`src/rtl/key_mode_ctrl.sv`:
```
// key_mode_ctrl: mode FSM, edit-field selector and key strobes with long-press auto-repeat
// for the multifunction clock; all outputs registered.
module key_mode_ctrl #(
  parameter int LONG_CNT = 100,
  parameter int REP_CNT  = 20
) (
  input  logic       clk100hz,
  input  logic       rst_n,
  input  logic       key_mode,
  input  logic       key_sel,
  input  logic       key_inc,
  output logic [1:0] mode,
  output logic [1:0] field,
  output logic       editing,
  output logic       inc_pulse,
  output logic       ss_pulse,
  output logic       clr_pulse
);
  localparam int W = $clog2(LONG_CNT + 1);
  localparam logic [W-1:0] LMAX = W'(LONG_CNT);
  localparam logic [W-1:0] LM1  = W'(LONG_CNT - 1);
  localparam logic [W-1:0] RLD  = W'(LONG_CNT - REP_CNT);
  logic kq_mode_q, kq_sel_q, kq_inc_q;
  logic [1:0] mode_q, mode_d, field_q, field_d;
  logic editing_q, editing_d, inc_q, inc_d, ss_q, ss_d, clr_q, clr_d;
  logic [W-1:0] hcnt_q, hcnt_d, rcnt_q, rcnt_d;
  logic rrun_q, rrun_d;
  logic m_press, m_rel, m_held, s_press, i_press, i_held;
  logic force_nrm, advance, mchg, set_mode, rep_hit;
  assign m_press   = key_mode & ~kq_mode_q;
  assign m_rel     = ~key_mode & kq_mode_q;
  assign m_held    = key_mode & kq_mode_q;
  assign s_press   = key_sel & ~kq_sel_q;
  assign i_press   = key_inc & ~kq_inc_q;
  assign i_held    = key_inc & kq_inc_q;
  assign set_mode  = mode_q[0] ^ mode_q[1];
  // a saturated hold count marks a press already consumed by the long-press force
  assign force_nrm = m_held && hcnt_q == LM1;
  assign advance   = m_rel && hcnt_q != LMAX;
  assign mchg      = force_nrm | advance;
  assign rep_hit   = rrun_q && i_held && rcnt_q == LM1;
  always_ff @(posedge clk100hz or negedge rst_n) begin
    if (!rst_n) begin
      kq_mode_q <= 1'b0;
      kq_sel_q  <= 1'b0;
      kq_inc_q  <= 1'b0;
      mode_q    <= 2'd0;
      field_q   <= 2'd0;
      editing_q <= 1'b0;
      inc_q     <= 1'b0;
      ss_q      <= 1'b0;
      clr_q     <= 1'b0;
      hcnt_q    <= '0;
      rcnt_q    <= '0;
      rrun_q    <= 1'b0;
    end else begin
      kq_mode_q <= key_mode;
      kq_sel_q  <= key_sel;
      kq_inc_q  <= key_inc;
      mode_q    <= mode_d;
      field_q   <= field_d;
      editing_q <= editing_d;
      inc_q     <= inc_d;
      ss_q      <= ss_d;
      clr_q     <= clr_d;
      hcnt_q    <= hcnt_d;
      rcnt_q    <= rcnt_d;
      rrun_q    <= rrun_d;
    end
  end
  // repeat phase reloads so the next hit lands REP_CNT cycles later
  always_comb begin
    mode_d  = force_nrm ? 2'd0 : advance ? mode_q + 2'd1 : mode_q;
    field_d = mchg ? 2'd0 : (s_press && set_mode) ? (field_q == 2'd2 ? 2'd0 : field_q + 2'd1) : field_q;
    hcnt_d  = m_press ? '0 : (m_held && hcnt_q != LMAX) ? hcnt_q + 1'b1 : hcnt_q;
    rrun_d  = !mchg && key_inc && (i_press ? set_mode : rrun_q);
    rcnt_d  = i_press ? '0 : rep_hit ? RLD : (rrun_q && rcnt_q != LMAX) ? rcnt_q + 1'b1 : rcnt_q;
  end
  always_comb begin
    editing_d = mode_d == 2'd1 || mode_d == 2'd2;
    inc_d     = !mchg && set_mode && (i_press || rep_hit);
    ss_d      = !mchg && mode_q == 2'd3 && s_press;
    clr_d     = !mchg && mode_q == 2'd3 && i_press;
  end
  assign mode      = mode_q;
  assign field     = field_q;
  assign editing   = editing_q;
  assign inc_pulse = inc_q;
  assign ss_pulse  = ss_q;
  assign clr_pulse = clr_q;
endmodule

```
`config.mk`:
```
export PLATFORM = sky130hd
export DESIGN_NAME = key_mode_ctrl
export DESIGN_NICKNAME = d
export VERILOG_FILES = /design/src/rtl/key_mode_ctrl.sv
export SDC_FILE = /design/constraint.sdc
export NUM_CORES = 1
export LEC_CHECK = 0
export BUFFER_PORTS_ARGS = -buffer_cell sky130_fd_sc_hd__buf_4
export CORE_ASPECT_RATIO = 0.9
export CORE_UTILIZATION = 45
export DETAILED_ROUTE_END_ITERATION = 10
export SLEW_MARGIN = 20
export SYNTH_ARGS = -nofsm -noshare
export SYNTH_HDL_FRONTEND = slang
export SYNTH_SLANG_ARGS = --single-unit
```
`constraint.sdc`:
```
create_clock -name clk100hz -period 2.3 [get_ports clk100hz]
set_input_delay 0.23 -clock clk100hz [delete_from_list [all_inputs] [get_ports clk100hz]]
set_output_delay 0.23 -clock clk100hz [all_outputs]
set_load 0.02 [all_outputs]
```
== Yosys cells after proc, flatten, opt, wreduce, memory -nomap -nowiden ==
Cells that the tools add are included.

* Register bits after elaboration: 26
* Input bits: 5
* Output and inout port bits: 8
* Logic and storage cells: 67

* Add/subtract/negate cells: 4
* Eq/ne operators: 8
* Multiplexer cells: 11
* Bitwise gates (word level): 12
* Reductions and logical operators: 20

{| class="wikitable"
|+ Operator list
! cell !! count
|-
| $mux 7 || 5
|-
| $add 7x1->7 const B || 2
|-
| $eq 7x7->1 const B || 2
|-
| $logic_and 1x1->1 || 14
|-
| $ne 7x7->1 const B || 2
|-
| $mux 2 || 5
|-
| $and 1x1->1 || 6
|-
| $eq 2x2->1 const B || 3
|-
| $add 2x1->2 const B || 2
|-
| $not 1->1 || 4
|-
| $reduce_bool 2->1 || 2
|-
| $reduce_bool 3->1 || 1
|-
| $eq 2x1->1 const B || 1
|-
| $logic_or 1x1->1 || 2
|-
| $logic_not 1->1 || 1
|-
| $mux 1 || 1
|-
| $or 1x1->1 || 1
|-
| $xor 1x1->1 || 1
|}

== Longest topological paths before layout ==
Gate-level depths: netlist of the first run.

* Depth in word-level cells: 7
* Gate-level depth with buffers: 6
* Depth with buffers taken out: 6

== Least setup slack after synthesis of the first run ==
Ideal clock, no wire load.

* Path type: reg-to-reg
* Start point: register hcnt_q[0]
* End point: register editing_q (netlist: editing)
* Setup time: 128 ps
* Arrival: 1,583 ps
* Data required time: 2,172 ps
* Setup slack: 589 ps
* Cell stages (with the launch flop): 7
* Buffers on the path: 0
* Period minus slack after synthesis: 1,711 ps
* Cell sequence: dfrtp_1 -> inv_1 -> ha_1 -> and2_4 -> a211o_1 -> mux2i_1 -> mux2_1

* Word-level cells in the longest chain between the ends: 6
* Elaborated cells between the ends (all ways): 9
* Those cells by class: 4 x eq/ne; 2 x mux; 3 x reduce/logical

{| class="wikitable"
|+ RTL lines
! item !! line !! text
|-
| start: declaration || 26 || <nowiki>logic [W-1:0] hcnt_q, hcnt_d, rcnt_q, rcnt_d;</nowiki>
|-
| start signal: assignment || 66 || <nowiki>hcnt_q <= hcnt_d;</nowiki>
|-
| $ne 7x7->1 || 39 || <nowiki>assign advance = m_rel && hcnt_q != LMAX;</nowiki>
|-
| $logic_and 1x1->1 || 39 ||
|-
| $mux 2 || 73 || <nowiki>mode_d = force_nrm ? 2'd0 : advance ? mode_q + 2'd1 : mode_q;</nowiki>
|-
| $mux 2 * || 73 ||
|-
| $eq 2x1->1 / $eq 2x2->1 (equally long branches) || 80 || <nowiki>editing_d = mode_d == 2'd1 || mode_d == 2'd2;</nowiki>
|-
| $logic_or 1x1->1 * || 80 ||
|-
| named net editing_d || 25 || <nowiki>logic editing_q, editing_d, inc_q, inc_d, ss_q, ss_d, clr_q, clr_d;</nowiki>
|-
| end signal: assignment || 62 || <nowiki>editing_q <= editing_d;</nowiki>
|-
| end: declaration || 25 ||
|}

Mark *: on every way through the listed nets, which the timed path passes. The rest lies on a longest branch.
A chain may end at the register's enable or synchronous reset.

== Final worst setup path of the first run ==
Ends and elaborated chain as after synthesis.

==> results of run 1 <==
## cells in the mapped netlist (all sizes together), types with 2 or more instances
master and instances:
o21a 2, nor3b 2, a21oi 8, mux2 3, and2 2, nand2 10
and3 5, inv 13, dfrtp 26, xor2 2, nor3 3, xnor2 2
nand4 2, o2111ai 2, a211oi 2, ha 5, mux2i 4, nand4bb 2
o22ai 6, nor2b 5, nor2 10, clkbuf 2, o21ai 4, nand3 4
## state kept, by name (all words and copies together), names as in the netlist
| signal | count |
|---|---|
| hcnt_q | 7 |
| rcnt_q | 7 |
| field | 2 |
| mode | 2 |
| clr_pulse | 1 |
| editing | 1 |
| inc_pulse | 1 |
| kq_inc_q | 1 |
| kq_mode_q | 1 |
| kq_sel_q | 1 |
| rrun_q | 1 |
| ss_pulse | 1 |
## metrics by stage
step | std cells | utilization (%) | cell area [µm²]
6_report | 197 | 56.35 | 1599
5_1_grt | 197 | 56.35 | 1599
4_1_cts | 197 | 56.35 | 1599
3_5_place_dp | 191 | 53.79 | 1526
3_3_place_gp | 191 | 53.79 | 1526
2_1_floorplan | 142 | - | 1399
## routing by layer
metal / track usage (%) / vias to the layer above
met4: 2.273 / 0
li1: - / 548
met1: 29.72 / 540
met3: 4.884 / 2
met2: 28.39 / 25
met5: 0 / -
## cell families after synthesis
logic type / share of synthesized area (%)
AND/OR/NAND/NOR: 21.65
AO/OA/AOI/OAI: 15.21
flip-flops: 46.51
buffers and inverters: 4.383
multiplexers: 5.277
adder cells (fa/ha/maj): 4.472
XOR/XNOR: 2.505
## power groups by stage
| stage | registers [mW] | logic, mW | clock network, mW |
|---|---|---|---|
| after detailed placement | 0.644 | 0.462 | 0 |
| final | 0.635 | 0.461 | 0.317 |
| after floorplan | 0.674 | 0.259 | 0 |
| after global placement | 0.639 | 0.448 | 0 |
| after global routing | 0.649 | 0.514 | 0.345 |
| after CTS | 0.635 | 0.465 | 0.325 |
## cells in the final DEF, fill, tap and decap left out, drive strengths merged, types with 2 or more instances in the layout
master / n
nor2: 10
o22ai: 6
nand2: 10
nor2b: 5
mux2: 3
o21ai: 4
mux2i: 4
and2: 2
nor3: 3
clkbuf: 3
xor2: 2
dfrtp: 26
nor3b: 2
buf: 12
nand4bb: 2
ha: 5
a211oi: 2
xnor2: 2
o2111ai: 2
a21oi: 8
o21a: 2
and3: 5
nand4: 2
dlygate4sd3: 2
inv: 13
nand3: 4
## timing repair
item	in CTS	in global routing
hold buffers	2	0
hold endpoints to repair	27	0
resized for setup	0	0
## final timing paths
kind,start,end,slack [ps]
worst max-delay path,hcnt_q[0],editing,470
worst min-delay path,key_inc,kq_inc_q,60
worst max register to register,hcnt_q[0],editing,470
worst min register to register,field[1],field[1],580
max in group asynchronous,rst_n,kq_inc_q,1720
min in group asynchronous,rst_n,rcnt_q[5],320
## final cells by class
cell class	instances	area [µm²]
clock buffers	3	22.52
clock inverters	1	30.03
fillers	264	1239
inverters	13	48.80
multi-input cells	100	686.9
flip-flops and latches	26	650.6
well taps	40	50.05
repair buffers	14	110.1
==> results.cfg, run 1 <==
[grt]
track_usage_pct = 19.40
grt-ovfl-total = 0
antenna_found_initial = 0
grt_max_degree = 27
grt_pass1_wl_um = 4650
grt_pass1_vias = 958

[worst_setup_path]
crit_fanout = 3
crit_cells = 6
path_cells = inv_1 -> ha_1 -> and2_4 -> a211o_1 -> mux2i_1 -> mux2_1
slowest_stage = dfrtp_1
worstPathRequired_ps = 2520
crit_buf_inv = 1
end_kind = register
worstSetupStartpointType = register
critical_path_class = register to register
critPathMaxStageDelay_ps = 400
arrival_ps = 2050
critPathTopFamily = multiplexers
reg2reg_depth = 6

[run]
maxCapViolCount = 0

[cts]
cts_root_buf = clkbuf_4
cts_buffer_depth = 2
cts_buffers = 3
clkTransAtPathRegs_ps = 140
cts_max_level = 1
clk_latency_ps = 320
cts.sinks = 26
post_cts_buffers = 0
cts_tree = built

[power_and_ir_drop]
p_leak_nw = 0.7011
pwr-share-seq_pct = 44.9
p_int_uw = 930.7
ir_drop_mv = 0.6894
p_per_area_nw_per_um2 = 883.7
combPwrFrac_pct = 32.6
swShare_pct = 34.13
power.share.clock_pct = 22.4
power_switching_uw = 482.3
finalPower_mw = 1.413

[detailed_routing]
viasPerCell = 5.660
dr_wl_met2_um = 1188
avgRoutedWirePerCell_um = 14.50
vias = 1115
wl_met1_um = 1546
wl_um = 2856
dr.pass1.iters = 4
dr_wl_met3_um = 105
top_layer = met4
drt_iter0_drc = 23
drtAntennaViolNets = 0
drc_errors = 0

[timing]
fin_ws_ps = 473.4
drv_slew = 0
grt_setup_unrepaired = no
fin_crit_ps = 1827
setup-tns-final_ps = 0
worst_pin_slew_ps = 431.1
hold_violations = 0
period_share_pct = 79.42
finalSetupViolCount = 0
skew_ps = 8.970
maxSlewHeadroom_pct = 70.87
clock.fmax_mhz = 547.5
whs_ps = 62.08

[min_path]
worstHoldPathType = primary input to register
hold_depth = 1

[floorplan]
num_io_pins = 13
core_um2 = 2838
rows = 18
start_util_pct = 49.29
die_h_um = 54.90
dieArea_um2 = 3336
die_w_um = 60.77

[synth]
async_reset_ff_share_pct = 100.0
synth_seq_area_share_pct = 46.51
synth_cell_types = 43
synth.area.top_cells = dfrtp_1, ha_1, inv_1, a21oi_1, mux2i_1
ys_seq_elements = 26
synthesis.area_um2 = 1399
yosysTopAreaCell = dfrtp_1
synth-edff-count = 0
ys.flop_type = dfrtp_1
yosysTopAreaCellShare_pct = 46.51
syn_inst = 142
synth_warnings = 0
postSynthAreaPerCell_um2 = 9.851
syn_nets = 152

[cells_and_area]
syn2layout_area_growth_pct = 14.31
antenna_cells = 0
nNetsFinal = 168
drive_gt1_share_pct = 13.38

[placed_design]
post-dp-hpwl_um = 2056
routabilityCongestion = 0.8372
io_buffers = 12
place_worst_setup_slack_ps = 484.3

[status]
status = finished clean
Note: power is estimated with default switching activity, not from simulation.
==> inputs of run 2 (changes only) <==
clock period = 1.85 ns   (was 2.3 ns; I/O delays follow)
==> results.cfg, run 2 (synthesized netlist as in run 1, its figures left out) <==
[detailed_routing]
wl_um = 2806
dr.pass1.iters = 4
avgRoutedWirePerCell_um = 13.96
drt_iter0_drc = 49
drc_errors = 0
viasPerCell = 5.532
drtAntennaViolNets = 0
vias = 1112

[timing]
period_share_pct = 95.59
fin_crit_ps = 1768
fin_ws_ps = 81.62
hold_violations = 0
clock.fmax_mhz = 565.5
maxSlewHeadroom_pct = 68.18
skew_ps = 0.7784
whs_ps = 82.81
drv_slew = 0
finalSetupViolCount = 0
worst_pin_slew_ps = 470.8

[grt]
grt_max_degree = 27
grtUsageMet2_pct = 25.64
grt_pass1_vias = 964
grt-ovfl-total = 0
use_met3_pct = 4.884
grt_pass1_wl_um = 4512
busiest_layer = met1
antenna_found_initial = 0
use_met1_pct = 29.52
track_usage_pct = 18.77

[cells_and_area]
utilization_pct = 57.80
top_regs = hcnt_q (7), rcnt_q (7)
antenna_cells = 0
final_cell_mix = dfrtp_1, buf_4, inv_1, nand2_1, nor2_1
layout_commonest_cell = dfrtp_1
drive_gt1_share_pct = 15.53
stdcell_count = 201
syn2layout_area_growth_pct = 17.26
nNetsFinal = 172

[cts]
cts_tree = built
cts_buffers = 3
cts.sinks = 26
clkTransAtPathRegs_ps = 140
cts_buffer_depth = 2
cts_root_buf = clkbuf_4
clk_latency_ps = 320
cts_max_level = 1

[worst_setup_path]
worstSetupStartpointType = register
crit_fanout = 3
critical_path_class = register to register
end_kind = register
worstPathRequired_ps = 2070
arrival_ps = 1990

[status]
status = finished clean

[power_and_ir_drop]
power.share.clock_pct = 21.8
p_int_mw = 1.171
p_per_area_nw_per_um2 = 1079
swShare_pct = 33.84
p_leak_nw = 0.7219
power_switching_uw = 598.9
ir_drop_mv = 0.7591
pwr-share-seq_pct = 44.3
finalPower_mw = 1.770
combPwrFrac_pct = 33.9

[placed_design]
post-dp-hpwl_um = 1992
io_buffers = 12
place_worst_setup_slack_ps = 59.66
routabilityCongestion = 0.8528
placed_cells = 192

[floorplan]
num_io_pins = 13
core_um2 = 2838
die_w_um = 60.77
start_util_pct = 49.29
rows = 18
die_h_um = 54.90
dieArea_um2 = 3336

[min_path]
worstHoldPathType = primary input to register

[run]
maxCapViolCount = 0
[run 2: worst paths after layout]
path	from	to	slack [ps]	depth (start not counted)
worst max-delay path	hcnt_q[0]	editing	80	6
worst min-delay path	key_mode	kq_mode_q	80	1
worst max register to register	hcnt_q[0]	editing	80	6
worst min register to register	field[1]	field[1]	570	2
max in group asynchronous	rst_n	hcnt_q[3]	1320	2
min in group asynchronous	rst_n	rcnt_q[5]	280	2
[run 2: cell type report]
cell class,instances,area [µm²]
Timing Repair Buffer,18,142.6
Clock inverter,1,30.03
Inverter,13,48.80
Sequential cell,26,650.6
Fill cell,249,1197
Multi-Input combinational cell,100,695.7
Clock buffer,3,22.52
Tap cell,40,50.05
[run 2: metrics by stage]
step                      TNS, ps  instance area (µm²)
after floorplan                 0                 1399
after global placement          0                 1534
after detailed placement        0                 1534
after CTS                       0                 1607
after global routing       -13.65                 1640
final                           0                 1640
[run 2: routing by layer]
layer / up-vias / wire length, µm
met5: - / 0
li1: 552 / -
met3: 2 / 111
met1: 530 / 1539
met2: 28 / 1139
met4: 0 / 15
[run 2: worst max-delay path, stage by stage (launching register included)]
cell     delay (ps)
dfrtp_1         380
inv_1            80
ha_1            210
and2_4          160
a211o_4         350
mux2i_1         160
mux2_1          330
[run 2: power groups by stage]
stage               logic [mW]  registers (mW)  clock network, mW
global placement         0.561           0.789                  0
finish                   0.600           0.784              0.386
floorplan                0.322           0.838                  0
global route             0.663           0.801              0.422
detailed placement       0.576           0.795                  0
CTS                      0.583           0.784              0.402
[run 2: timing repair]
action / CTS / global route
setup endpoints to repair: 0 / 1
endpoints found under the hold margin: 27 / 1
setup buffers: 0 / 2
hold buffers: 2 / 1
resized for setup: 0 / 1
==> inputs of run 3 (changes only) <==
CELL_PAD_IN_SITES_DETAIL_PLACEMENT = 0   (was not set)
CELL_PAD_IN_SITES_GLOBAL_PLACEMENT = 1   (was not set)
PLACE_DENSITY_LB_ADDON = 0.1   (was not set)
==> results.cfg, run 3 (synthesized netlist as in run 1, its figures left out) <==
[status]
status = finished clean

[cells_and_area]
drive_gt1_share_pct = 14.37
layout_commonest_cell = dfrtp_1
postLayoutCellArea_um2 = 1608
num-fill-cells = 277
nNetsFinal = 171
syn2layout_area_growth_pct = 14.94
final_cell_mix = dfrtp_1, buf_4, inv_1, nand2_1, nor2_1
antenna_cells = 0
top_regs = hcnt_q (7), rcnt_q (7)

[cts]
cts.sinks = 26
cts_tree = built
clk_latency_ps = 310
cts_max_level = 1
cts_resized = 0
cts_root_buf = clkbuf_4
cts_buffers = 3
clkTransAtPathRegs_ps = 140
cts_buffer_depth = 2

[placed_design]
routabilityCongestion = 0.8205
post-dp-hpwl_um = 2070
place_area_um2 = 1534
io_buffers = 12

[min_path]
hold_depth = 1
min_from = key_mode
hold_end = kq_mode_q
worstHoldPathType = primary input to register

[worst_setup_path]
crit_fanout = 3
arrival_ps = 1970
slowest_stage = dfrtp_1
r2r_start = hcnt_q[0]
end_kind = register
critical_path_class = register to register
critPathTopFamily = multiplexers
reg2reg_depth = 6
reg2reg_slack_ps = 100
worstSetupStartpointType = register
r2r_end = editing
worstPathRequired_ps = 2060
crit_buf_inv = 1
path_cells = inv_1 -> ha_1 -> and2_4 -> a211o_1 -> mux2i_1 -> mux2_1
critPathMaxStageDelay_ps = 400

[timing]
setup-tns-final_ps = 0
grt_setup_unrepaired = no
hold_violations = 0
clock.fmax_mhz = 570.0
skew_ps = 4.013
maxSlewHeadroom_pct = 68.45
period_share_pct = 94.83
fin_crit_ps = 1754
worst_pin_slew_ps = 466.9
finalSetupViolCount = 0
drv_slew = 0

[grt]
track_usage_pct = 19.21
grt_pass1_vias = 953
antenna_found_initial = 0
grt-ovfl-total = 0
grt_pass1_wl_um = 4643
grt_max_degree = 27

[power_and_ir_drop]
power.share.clock_pct = 17.1
p_per_area_nw_per_um2 = 1027
p_int_mw = 1.064
ir_drop_mv = 0.7166
power_switching_uw = 587.3
p_leak_nw = 0.7082
pwr-share-seq_pct = 47.7
swShare_pct = 35.57
combPwrFrac_pct = 35.2

[detailed_routing]
dr.pass1.iters = 4
drtAntennaViolNets = 0
drt_iter0_drc = 77
wl_um = 2781
vias = 1110
viasPerCell = 5.550
drc_errors = 0
avgRoutedWirePerCell_um = 13.91

[floorplan]
rows = 18
start_util_pct = 49.29
core_um2 = 2838
dieArea_um2 = 3336
num_io_pins = 13
die_h_um = 54.90
die_w_um = 60.77

[run]
maxCapViolCount = 0
-- run 3: changes by cell type in the layout (fill, tap and decap cells not counted), sizes merged --
| cell | previous run | this run |
|---|---|---|
| clkbuf | 3 | 4 |
| buf | 15 | 14 |
| bufinv | 1 | 0 |
-- run 3: metrics by stage --
stage	hold slack (ps)	utilization (%)	std cells	setup slack [ps]	power, mW
2_1_floorplan	-110.6	-	142	139.3	1.161
3_3_place_gp	117.4	54.06	192	101.1	1.352
3_5_place_dp	113.0	54.06	192	54.79	1.375
4_1_cts	6.576	56.04	198	39.32	1.664
5_1_grt	62.89	56.66	200	23.88	1.771
6_report	82.14	56.66	200	95.68	1.651
-- run 3: per-layer routing --
layer | GRT usage [%] | vias to the layer above | routed length, µm
met5 | 0 | - | 0
met1 | 31.76 | 531 | 1495
met3 | 2.791 | 2 | 109
met4 | 5.682 | 0 | 15
li1 | - | 551 | -
met2 | 25.09 | 26 | 1160
-- run 3: worst register-to-register path, cell delays in order (launching register included) --
cell and delay [ps]:
dfrtp_1 400, inv_1 80, ha_1 210, and2_4 160, a211o_1 300, mux2i_1 180
mux2_1 330
-- run 3: area by class of cell --
cell class	instances	area [µm²]	area share, %
tap	40	50.05	3.113
timing repair buffer	17	135.1	8.405
sequential	26	650.6	40.47
inverter	13	48.80	3.035
multi-input combinational	100	686.9	42.72
clock buffer	4	36.28	2.257
-- run 3: worst max path at each step --
stage / start / endpoint / slack [ps] / cells past startpoint
after floorplan: hcnt_q[0] / editing / 140 / 6
after global routing: hcnt_q[0] / editing / 20 / 6
final: hcnt_q[0] / editing / 100 / 6
after CTS: hcnt_q[0] / editing / 40 / 6
after detailed placement: hcnt_q[0] / editing / 50 / 6
after global placement: hcnt_q[0] / editing / 100 / 6
-- run 3: timing repair --
item,in CTS,in global routing
buffers inserted,0,1
hold buffers,2,1
endpoints found under the hold margin,27,1
endpoints found under the setup margin,0,1
-- run 3: power groups by stage --
stage	clock network, mW	registers (mW)	logic (mW)
3_3_place_gp	0	0.791	0.561
4_1_cts	0.294	0.786	0.585
6_report	0.283	0.788	0.581
2_1_floorplan	0	0.838	0.322
3_5_place_dp	0	0.796	0.579
5_1_grt	0.315	0.804	0.652
